--- src/rtl/cpu_pkg.sv ---
// rtl/cpu_pkg.sv - shared fetch-to-decode bus layout and reset PC
package cpu_pkg;

    localparam int FS_TO_DS_BUS_WD = 65;
    localparam int INST_LSB        = 0;
    localparam int PC_LSB          = 32;
    localparam int ADEF_BIT        = 64;

    localparam logic [31:0] RESET_PC = 32'h1c000000;

    function automatic logic [FS_TO_DS_BUS_WD-1:0] fs_bus_pack(
        input logic        adef,
        input logic [31:0] pc,
        input logic [31:0] inst
    );
        logic [FS_TO_DS_BUS_WD-1:0] bus;
        bus                  = '0;
        bus[ADEF_BIT]        = adef;
        bus[PC_LSB +: 32]    = pc;
        bus[INST_LSB +: 32]  = inst;
        return bus;
    endfunction

endpackage

--- src/rtl/if_stage_if.sv ---
// rtl/if_stage_if.sv - pre-IF / decode handshake signals of the fetch stage
interface if_stage_if
    import cpu_pkg::*;
#(
    parameter int BUS_WD = FS_TO_DS_BUS_WD
);
    logic              pf_valid;
    logic [31:0]       pf_pc;
    logic              pf_excp_adef;
    logic [31:0]       inst_sram_rdata;
    logic              br_taken_cancel;
    logic              excp_flush;
    logic              ertn_flush;
    logic              ds_allowin;
    logic              fs_stall;
    logic              fs_to_ds_valid;
    logic [BUS_WD-1:0] fs_to_ds_bus;

    modport master (
        output pf_valid, pf_pc, pf_excp_adef, inst_sram_rdata,
        output br_taken_cancel, excp_flush, ertn_flush, ds_allowin,
        input  fs_stall, fs_to_ds_valid, fs_to_ds_bus
    );

    modport slave (
        input  pf_valid, pf_pc, pf_excp_adef, inst_sram_rdata,
        input  br_taken_cancel, excp_flush, ertn_flush, ds_allowin,
        output fs_stall, fs_to_ds_valid, fs_to_ds_bus
    );
endinterface

--- src/rtl/fetch_buf.sv ---
// rtl/fetch_buf.sv - DEPTH x WIDTH circular queue with push/pop/clear
module fetch_buf #(
    parameter int  DEPTH = 2,
    parameter int  WIDTH = 65,
    localparam int PW    = $clog2(DEPTH),
    localparam int CW    = PW + 1
) (
    input  logic             clk_i,
    input  logic             resetn_i,
    input  logic             push_i,
    input  logic             pop_i,
    input  logic             clr_i,
    input  logic [WIDTH-1:0] data_i,
    output logic [WIDTH-1:0] head_o,
    output logic [CW-1:0]    count_o,
    output logic             full_o,
    output logic             empty_o
);
    logic [WIDTH-1:0] mem_q [DEPTH];
    logic [PW-1:0]    rd_ptr_q, rd_ptr_d;
    logic [PW-1:0]    wr_ptr_q, wr_ptr_d;
    logic [CW-1:0]    count_q, count_d;

    // Pointers are exactly PW bits, so the power-of-two depth wraps for free.
    always_comb begin
        rd_ptr_d = rd_ptr_q;
        wr_ptr_d = wr_ptr_q;
        count_d  = count_q;
        if (clr_i) begin
            rd_ptr_d = '0;
            wr_ptr_d = '0;
            count_d  = '0;
        end else begin
            if (push_i) wr_ptr_d = wr_ptr_q + 1'b1;
            if (pop_i)  rd_ptr_d = rd_ptr_q + 1'b1;
            count_d = count_q + CW'(push_i) - CW'(pop_i);
        end
    end

    always_ff @(posedge clk_i) begin
        if (!resetn_i) begin
            rd_ptr_q <= '0;
            wr_ptr_q <= '0;
            count_q  <= '0;
        end else begin
            rd_ptr_q <= rd_ptr_d;
            wr_ptr_q <= wr_ptr_d;
            count_q  <= count_d;
        end
    end

    always_ff @(posedge clk_i) begin
        if (resetn_i && push_i && !clr_i) begin
            mem_q[wr_ptr_q] <= data_i;
        end
    end

    assign head_o  = mem_q[rd_ptr_q];
    assign count_o = count_q;
    assign full_o  = (count_q == CW'(DEPTH));
    assign empty_o = (count_q == '0);

endmodule

--- src/rtl/if_stage.sv ---
// rtl/if_stage.sv - fetch stage buffer with redirect flush; IF_PERF_CNT_EN adds a stall counter
module if_stage
    import cpu_pkg::*;
#(
    parameter int BUF_DEPTH       = 2,
    parameter int FS_TO_DS_BUS_WD = cpu_pkg::FS_TO_DS_BUS_WD
) (
    input  logic        clk,
    input  logic        resetn,
    if_stage_if.slave   fs_if
`ifdef IF_PERF_CNT_EN
    ,
    output logic [31:0] fs_perf_stall_cnt
`endif
);
    localparam int CW = $clog2(BUF_DEPTH) + 1;

    logic                       armed_q, armed_d;
    logic                       flush, push, pop;
    logic                       buf_full, buf_empty;
    logic [CW-1:0]              buf_count;
    logic [FS_TO_DS_BUS_WD-1:0] buf_head;
    logic [FS_TO_DS_BUS_WD-1:0] wr_entry;

    // SRAM data lags the PC by one cycle out of reset, so the first cycle is skipped.
    assign armed_d = 1'b1;

    always_ff @(posedge clk) begin
        if (!resetn) armed_q <= 1'b0;
        else         armed_q <= armed_d;
    end

    assign flush = fs_if.br_taken_cancel | fs_if.excp_flush | fs_if.ertn_flush;

    assign fs_if.fs_to_ds_valid = (buf_count != '0) & ~flush;
    assign pop                  = fs_if.fs_to_ds_valid & fs_if.ds_allowin;
    assign fs_if.fs_stall       = buf_full & ~pop & ~flush;
    assign push                 = armed_q & fs_if.pf_valid & ~fs_if.fs_stall & ~flush;

    assign wr_entry = fs_bus_pack(fs_if.pf_excp_adef, fs_if.pf_pc, fs_if.inst_sram_rdata);

    fetch_buf #(
        .DEPTH (BUF_DEPTH),
        .WIDTH (FS_TO_DS_BUS_WD)
    ) u_fetch_buf (
        .clk_i    (clk),
        .resetn_i (resetn),
        .push_i   (push),
        .pop_i    (pop),
        .clr_i    (flush),
        .data_i   (wr_entry),
        .head_o   (buf_head),
        .count_o  (buf_count),
        .full_o   (buf_full),
        .empty_o  (buf_empty)
    );

    assign fs_if.fs_to_ds_bus = buf_empty ? '0 : buf_head;

`ifdef IF_PERF_CNT_EN
    logic [31:0] perf_cnt_q, perf_cnt_d;

    // Counts cycles where pre-IF had a PC ready but was held; flush does not clear it.
    assign perf_cnt_d = perf_cnt_q + 32'd1;

    always_ff @(posedge clk) begin
        if (!resetn) begin
            perf_cnt_q <= '0;
        end else if (armed_q & fs_if.pf_valid & fs_if.fs_stall) begin
            perf_cnt_q <= perf_cnt_d;
        end
    end

    assign fs_perf_stall_cnt = perf_cnt_q;
`endif

endmodule

--- src/flat_wrapper.sv ---
// flat-port wrapper written by rule: the top's interface ports become plain ports
module if_stage_flat import cpu_pkg::*;
#(
    parameter int BUF_DEPTH       = 2,
    parameter int FS_TO_DS_BUS_WD = cpu_pkg::FS_TO_DS_BUS_WD
)
  (clk, resetn, fs_if_pf_valid, fs_if_pf_pc, fs_if_pf_excp_adef, fs_if_inst_sram_rdata, fs_if_br_taken_cancel, fs_if_excp_flush, fs_if_ertn_flush, fs_if_ds_allowin, fs_if_fs_stall, fs_if_fs_to_ds_valid, fs_if_fs_to_ds_bus);
  if_stage_if fs_if_i ();
  input  logic clk;
  input  logic resetn;
  input wire logic [$bits(fs_if_i.pf_valid)-1:0] fs_if_pf_valid;
  input wire logic [$bits(fs_if_i.pf_pc)-1:0] fs_if_pf_pc;
  input wire logic [$bits(fs_if_i.pf_excp_adef)-1:0] fs_if_pf_excp_adef;
  input wire logic [$bits(fs_if_i.inst_sram_rdata)-1:0] fs_if_inst_sram_rdata;
  input wire logic [$bits(fs_if_i.br_taken_cancel)-1:0] fs_if_br_taken_cancel;
  input wire logic [$bits(fs_if_i.excp_flush)-1:0] fs_if_excp_flush;
  input wire logic [$bits(fs_if_i.ertn_flush)-1:0] fs_if_ertn_flush;
  input wire logic [$bits(fs_if_i.ds_allowin)-1:0] fs_if_ds_allowin;
  output wire logic [$bits(fs_if_i.fs_stall)-1:0] fs_if_fs_stall;
  output wire logic [$bits(fs_if_i.fs_to_ds_valid)-1:0] fs_if_fs_to_ds_valid;
  output wire logic [$bits(fs_if_i.fs_to_ds_bus)-1:0] fs_if_fs_to_ds_bus;
  assign fs_if_i.pf_valid = fs_if_pf_valid;
  assign fs_if_i.pf_pc = fs_if_pf_pc;
  assign fs_if_i.pf_excp_adef = fs_if_pf_excp_adef;
  assign fs_if_i.inst_sram_rdata = fs_if_inst_sram_rdata;
  assign fs_if_i.br_taken_cancel = fs_if_br_taken_cancel;
  assign fs_if_i.excp_flush = fs_if_excp_flush;
  assign fs_if_i.ertn_flush = fs_if_ertn_flush;
  assign fs_if_i.ds_allowin = fs_if_ds_allowin;
  assign fs_if_fs_stall = fs_if_i.fs_stall;
  assign fs_if_fs_to_ds_valid = fs_if_i.fs_to_ds_valid;
  assign fs_if_fs_to_ds_bus = fs_if_i.fs_to_ds_bus;
  if_stage #(.BUF_DEPTH(BUF_DEPTH), .FS_TO_DS_BUS_WD(FS_TO_DS_BUS_WD)) u_core (.clk(clk), .resetn(resetn), .fs_if(fs_if_i));
endmodule
--- config.mk ---
export PLATFORM = sky130hd
export DESIGN_NAME = if_stage_flat
export DESIGN_NICKNAME = d
export VERILOG_FILES = /design/src/rtl/cpu_pkg.sv /design/src/rtl/if_stage_if.sv /design/src/rtl/fetch_buf.sv /design/src/rtl/if_stage.sv /design/src/flat_wrapper.sv
export SDC_FILE = /design/constraint.sdc
export NUM_CORES = 1
export LEC_CHECK = 0
export ABC_AREA = 0
export CAP_MARGIN = 20
export CORE_ASPECT_RATIO = 0.9
export CORE_MARGIN = 1
export CORE_UTILIZATION = 52
export CTS_CLUSTER_DIAMETER = 150
export CTS_CLUSTER_SIZE = 28
export DETAILED_ROUTE_END_ITERATION = 6
export GPL_TIMING_DRIVEN = 0
export PLACE_DENSITY = 0.85
export SLEW_MARGIN = 20
export SYNTH_ARGS = -nofsm -noshare
export SYNTH_HDL_FRONTEND = slang
export SYNTH_SLANG_ARGS = --single-unit
--- constraint.sdc ---
create_clock -name clk -period 14.4 [get_ports clk]
set_clock_uncertainty 0.2 [all_clocks]
set_input_delay 2.88 -clock clk [delete_from_list [all_inputs] [get_ports clk]]
set_output_delay 2.88 -clock clk [all_outputs]
set_load 0.05 [all_outputs]
==> results of run 1 <==
per-layer routing:
layer / share of wire / wire (um) / global-route usage
met1: 0.40 / 4070 / 0.238
met2: 0.52 / 5350 / 0.358
met3: 0.061 / 619 / 0.0546
met5: 0 / 0 / 0
met4: 0.015 / 150 / 0.0917
critical path: cells and delay by family:
| family | cells | cell delay [ps] |
|---|---|---|
| buffers and inverters | 2 | 1260 |
| AND/OR/NAND/NOR | 2 | 570 |
cells in the mapped netlist (2+ instances only):
| library cell | instances |
|---|---|
| buf_4 | 5 |
| nand2_1 | 3 |
| ha_1 | 2 |
| edfxtp_1 | 130 |
| nor3_1 | 2 |
| buf_2 | 7 |
| clkbuf_1 | 2 |
| mux2i_1 | 66 |
| dfxtp_1 | 6 |
| nor2_1 | 69 |
| xor2_1 | 2 |
| nor4_1 | 2 |
layout by cell type (no fill, tap or decap), drive strengths merged:
cell type and instances:
and3 2, mux2i 66, clkbuf 19, nor2b 1
buf 20, clkinvlp 3, edfxtp 130, dfxtp 6
and2 2, clkinv 6, nor2 69, or3b 1
nand2 3, ha 2, bufinv 3, nor4 2
inv 2, nor4b 1, o21ai 1, clkdlybuf4s50 138
nor3b 1, nor3 2, nand2b 1, xor2 2
power breakdown:
| part | internal, W | switching, W |
|---|---|---|
| Combinational | 0.0000185 | 0.00000840 |
| Sequential | 0.000435 | 0.000000377 |
| Clock | 0.000260 | 0.000153 |
| Total | 0.000713 | 0.000162 |
worst max path at each step:
| stage | start | endpoint | slack [ps] | cells after the start |
|---|---|---|---|---|
| floorplan | fs_if_excp_flush | u_core.u_fetch_buf.mem_q[0][0] | 5560 | 3 |
| global placement | fs_if_excp_flush | u_core.u_fetch_buf.mem_q[0][50] | 2580 | 4 |
| detailed placement | fs_if_ds_allowin | fs_if_fs_stall | 6610 | 4 |
| CTS | fs_if_ds_allowin | fs_if_fs_stall | 6600 | 4 |
| global route | fs_if_ds_allowin | fs_if_fs_stall | 6540 | 4 |
| finish | fs_if_ds_allowin | fs_if_fs_stall | 6600 | 4 |
stage by stage:
step,total power (W),area (um2),setup slack (ps),instances,utilization
2_1_floorplan,0.000446,5180,5560,307,-
3_3_place_gp,0.000468,6720,2580,571,0.696
3_5_place_dp,0.000470,6810,6610,579,0.705
4_1_cts,0.000882,7380,6600,609,0.765
5_1_grt,0.000902,7380,6540,609,0.765
6_report,0.000876,7380,6600,609,0.765
flip-flops by register name, indices dropped and copies added (netlist names), named ones only:
name / flops
u_core.u_fetch_buf.wr_ptr_q: 1
u_core.armed_q: 1
u_core.u_fetch_buf.rd_ptr_q: 1
u_core.u_fetch_buf.mem_q: 130
u_core.u_fetch_buf.count_o: 2
area by class of cell:
type,instances,area [um2],share of cell area
Buffer,14,80.1,0.0108
Timing Repair Buffer,146,1460,0.198
Sequential cell,136,4020,0.545
Clock inverter,13,156,0.0212
Clock buffer,17,414,0.0561
Multi-Input combinational cell,156,1090,0.147
Inverter,1,3.75,0.000508
Tap cell,126,158,0.0214
logic make-up (layout without fill, tap and decap cells):
group,count (synthesis),count (layout),synth area share
AO/OA/AOI/OAI,1,1,0.000964
buffers and inverters,15,191,0.0162
flip-flops,136,136,0.776
XOR/XNOR,2,2,0.00338
adder cells (fa/ha/maj),2,2,0.00483
AND/OR/NAND/NOR,85,85,0.0712
multiplexers,66,66,0.127
==> summary.md, run 1 <==
| Metric | Value |
|---|---|
| DRC | `0` |
| Seq/Total Area, Yosys | `0.776` |
| Syn Inst Count | `307` |
| Worst Tran Pin Value | `770 ps` |
| Worst path cell trace | `clkdlybuf4s50_1, or3b_1, nor4_1, clkdlybuf4s50_1` |
| Effective utilization at floorplan | `0.537` |
| # fillers | `576` |
| Synthesis-to-finish area growth | `42.4%` |
| Cts bufs inserted | `17` |
| First-pass GRT wire length | `15.9 mm` |
| # diodes | `0` |
| Max-cap violations | `0` |
| FMAX | `0.128 GHz` |
| Largest net degree at the start of global routing | `35` |
| Yosys top cell by area | `edfxtp_1` |
| Setup repair bufs after CTS | `0` |
| R2R cell count | `6` |
| Area of the die | `10400 um2` |
| Hold crit path type | `register to register` |
| DPL Wire Length | `6.88 mm` |
| Die X | `107 um` |
| Ys flop type | `edfxtp_1` |
| Fin Setup TNS | `0 ps` |
| DR vias/cell | `5.11` |
| Final net count | `546` |
| Worst reg2reg setup slack | `11780 ps` |
| CTS Buffer Depth | `2` |
| Synth area leaders | `edfxtp_1, mux2i_1, nor2_1` |
| Clock Latency Late Sink | `500 ps` |
| Final Routed Wirelength | `10.2 mm` |
| CP max FO | `2` |
| Final hold vios | `0` |
| Setup CP Type | `input pin to output pin` |
| Hold-fix buffers, CTS | `0` |
| Slew headroom | `0.484` |
| Worst-path clk slew | `60 ps` |
| Antenna violations before repair | `0` |
| Reg2reg start | `u_core.u_fetch_buf.count_o[1]` |
| Worst hold endpoint | `u_core.u_fetch_buf.rd_ptr_q` |
| #FFs+latches synth | `136` |
| Hold_ws | `317 ps` |
| EDFF count, synth | `130` |
| RSZ-0062 raised after global routing | `no` |
| CP required | `11320 ps` |
| TritonCTS Sinks | `136` |
| Vias in the first global route | `3323` |
| PortBufs | `138` |
| Worst setup SP type | `input pin` |
| Die Y | `96.7 um` |
| DRT iter0 DRCs | `132` |
| Worst Path Arrival | `4720 ps` |
| Ys Warns | `0` |
| Synth Area per Inst | `16.9 um2` |
| Critical Path Max Stage Delay | `840 ps` |
| H-tree depth | `4` |
| Reg2reg end | `u_core.u_fetch_buf.mem_q[0][32]` |
| Pre-Repair DR Iteration Count | `4` |
| Area share of the largest cell type after synthesis | `0.753` |
| Grt total ovfl | `0` |
| Ys async rst share | `0` |
| Slew Viols, Final | `0` |
| WHS Path Cells | `2` |
| Pwr dens | `119 nW/um2` |
| Leakage | `2.37 nW` |
| Post-CTS sizing | `0` |
| Critical path's slowest cell | `clkdlybuf4s50_1` |
| Period utilization | `0.541` |
| CTS tree | `yes` |
| Final GP Congestion | `0.759` |
| Most used cell, CP | `clkdlybuf4s50_1` |
| Netlist cell types | `23` |
| Boundary Pins | `139` |
| Worst vdd ir | `0.0000824 V` |
| Root buffer cell | `clkbuf_8` |
| Hold Path Origin | `u_core.u_fetch_buf.rd_ptr_q` |
| Routed wire length per instance | `16.7 um` |
| CP endpoint kind | `output pin` |
| Core region area | `9660 um2` |
| Core Rows | `34` |
| ANT nets after route | `0` |
| Aggregate global-route resource usage | `0.206` |
| Minimum clock period | `7800 ps` |
| Final setup fails | `0` |
| Vias | `3111` |
| Run status | `finished clean` |
| Synth Net Count | `381` |
| Synth Cell Area | `5180 um2` |
| Layout cells sized above 1 | `0.110` |
(Power assumes the default switching activity.)
==> inputs of run 2 (changes only) <==
- CORE_UTILIZATION: 52 -> 43
- PLACE_DENSITY: 0.85 -> 0.75
- clock period: 14.4 -> 6.25 ns (I/O delays scaled with it)
==> run 2 against run 1 <==
Largest cell class unchanged; sequential share of layout area is 1.0 points lower; clock power increased to 2.8 times the previous value; non-clock buffer count down 3; combinational power is 130% higher; register-to-register slack worse by 7900 ps; core utilization is 11 points lower; count of clock-buffer cells in the layout is 1 higher; sequential cell count did not move; critical path depth unchanged; sequential power increased by 130%; die area rose by 21%; setup slack got worse by 4900 ps.
==> summary.md, run 2 (synthesized netlist as in run 1, its figures left out) <==
| Metric | Value |
|---|---|
| Net Sw Power | `0.000371 W (+130%)` |
| Hold crit path type | `register to register` |
| Setup CP Type | `input pin to output pin` |
| H-tree depth | `4 (unchanged)` |
| Sequential power share | `0.456 (-0.041)` |
| PortBufs | `138 (unchanged)` |
| Hold Path Origin | `u_core.u_fetch_buf.rd_ptr_q` |
| CTS tree | `yes` |
| Core Rows | `37 (+8.8%)` |
| Vias in the first global route | `3135 (-5.7%)` |
| CP endpoint kind | `output pin` |
| Hold_ws | `323 ps (+6.52 ps)` |
| Hold-fix buffers, CTS | `0 (unchanged)` |
| Critical path's slowest cell | `clkdlybuf4s50_1` |
| Pwr dens | `292 nW/um2 (+150%)` |
| CP max FO | `2 (unchanged)` |
| Worst-path clk slew | `50 ps (about the same)` |
| Final net count | `543 (-0.55%)` |
| Leakage | `2.41 nW (+1.8%)` |
| Minimum clock period | `4580 ps` |
| Boundary Pins | `139 (unchanged)` |
| Core region area | `11600 um2 (+20%)` |
| Final instance area | `7530 um2 (+1.9%)` |
| Slew Viols, Final | `0 (unchanged)` |
| Worst Path Arrival | `3130 ps (-1590 ps)` |
| Worst hold endpoint | `u_core.u_fetch_buf.rd_ptr_q` |
| Final GP Congestion | `0.729 (-4.0%)` |
| Clock power share | `0.516 (+0.044)` |
| Fin Setup TNS | `0 ps (unchanged)` |
| Post-CTS sizing | `0 (unchanged)` |
| Vias | `3043 (-2.2%)` |
| Worst setup SP type | `input pin` |
| Final Routed Wirelength | `9.87 mm (-3.1%)` |
| Run status | `finished clean` |
| Worst Tran Pin Value | `659 ps (-111 ps)` |
| # diodes | `0 (unchanged)` |
| CTS Buffer Depth | `2 (unchanged)` |
| Clock Latency Late Sink | `410 ps (-90 ps)` |
| Die Y | `106 um (+9.8%)` |
| Reg2reg start | `u_core.u_fetch_buf.count_o[1]` |
| Worst reg2reg setup slack | `3900 ps (-7880 ps)` |
| # fillers | `857 (+49%)` |
| CP required | `4800 ps (-6520 ps)` |
| Layout cells sized above 1 | `0.108 (-0.00185)` |
| Synthesis-to-finish area growth | `45.2%` |
| DRT iter0 DRCs | `154 (+17%)` |
| Antenna violations before repair | `0 (unchanged)` |
| Final hold vios | `0 (unchanged)` |
| TritonCTS Sinks | `136 (unchanged)` |
| Cts bufs inserted | `17 (unchanged)` |
| Pwr Total | `0.00220 W (+150%)` |
| Post-route insts no fill | `638 (+4.8%)` |
| Slew headroom | `0.560 (+0.0756)` |
| Most used cell, CP | `clkdlybuf4s50_1` |
| Final setup fails | `0 (unchanged)` |
| FMAX | `0.218 GHz` |
| Root buffer cell | `clkbuf_16` |
| Routed wire length per instance | `15.5 um (-7.5%)` |
| Int Pwr | `0.00183 W (+160%)` |
| Sw Ratio | `0.169 (-0.0165)` |
| Worst path cell trace | `clkdlybuf4s50_1, or3b_1, nor4_1, clkdlybuf4s50_1` |
| Pre-Repair DR Iteration Count | `4 (unchanged)` |
| RSZ-0062 raised after global routing | `no` |
| Commonest non-fill, non-tap cells in the layout | `clkdlybuf4s50_1, edfxtp_1, nor2_1, mux2i_1, clkbuf_16` |
| Reg2reg end | `u_core.u_fetch_buf.mem_q[0][2]` |
| Area of the die | `12500 um2 (+21%)` |
| Aggregate global-route resource usage | `0.164 (-0.0422)` |
| Largest net degree at the start of global routing | `37 (+5.7%)` |
| Period utilization | `0.733` |
| ANT nets after route | `0 (unchanged)` |
| WHS Path Cells | `2 (unchanged)` |
| Placed Instance Area | `6850 um2 (+0.48%)` |
| Effective utilization at floorplan | `0.448 (-0.0889)` |
| Biggest register | `u_core.u_fetch_buf.mem_q` |
| Comb power frac | `0.028 (-0.003)` |
| Die X | `118 um (+9.8%)` |
| Dpl cells | `606 (+4.7%)` |
| DRC | `0 (unchanged)` |
| DPL Wire Length | `6.61 mm (-3.8%)` |
| First-pass GRT wire length | `15.2 mm (-4.0%)` |
| Critical Path Max Stage Delay | `850 ps (about the same)` |
| Worst vdd ir | `0.000168 V (+100%)` |
| DR vias/cell | `4.77 (-6.6%)` |
| Number of flip-flops in the largest register | `130 (unchanged)` |
| Grt total ovfl | `0 (unchanged)` |
| Setup repair bufs after CTS | `0 (unchanged)` |
| Max-cap violations | `0 (unchanged)` |
| Most common cell after layout, fill and taps aside | `clkdlybuf4s50_1` |
| R2R cell count | `5 (-1)` |
run 2: final cells by class:
class,count,area [um2],area share
Tap cell,156,195,0.0259
Multi-Input combinational cell,156,1090,0.145
Sequential cell,136,4020,0.535
Clock buffer,18,429,0.0570
Clock inverter,14,253,0.0336
Buffer,14,80.1,0.0106
Inverter,1,3.75,0.000499
Timing Repair Buffer,143,1450,0.193
run 2: how the worst max path moves through the flow:
stage / slack (ps) / depth (start not counted) / endpoint / startpoint
global placement: -560 / 4 / u_core.u_fetch_buf.mem_q[0][36] / fs_if_excp_flush
global route: 1610 / 4 / fs_if_fs_stall / fs_if_ds_allowin
CTS: 1670 / 4 / fs_if_fs_stall / fs_if_ds_allowin
floorplan: 1340 / 3 / u_core.u_fetch_buf.mem_q[0][0] / fs_if_excp_flush
detailed placement: 1670 / 4 / fs_if_fs_stall / fs_if_ds_allowin
finish: 1670 / 4 / fs_if_fs_stall / fs_if_ds_allowin
run 2: layer usage:
| layer | up-vias | track usage | routed length [um] |
|---|---|---|---|
| met5 | - | 0 | 0 |
| met4 | 0 | 0.0833 | 194 |
| met3 | 17 | 0.0515 | 561 |
| met2 | 107 | 0.280 | 5090 |
| met1 | 1445 | 0.185 | 4020 |
| li1 | 1474 | - | - |
run 2: stage by stage:
step,utilization,worst slack [ps]
3_3_place_gp,0.585,-555
4_1_cts,0.650,1670
6_report,0.650,1670
2_1_floorplan,-,1340
3_5_place_dp,0.591,1670
5_1_grt,0.650,1610
run 2: critical path, delay by kind of cell:
family / cells / cell delay (ps)
simple gates: 2 / 610
buf+inv: 2 / 1270
run 2: power by group through the flow:
stage	clock [W]	combinational (W)	sequential, W
2_1_floorplan	0	0.00000661	0.00102
3_3_place_gp	0	0.0000576	0.00102
3_5_place_dp	0	0.0000613	0.00102
4_1_cts	0.00115	0.0000618	0.00100
5_1_grt	0.00119	0.0000651	0.00100
6_report	0.00114	0.0000616	0.00100
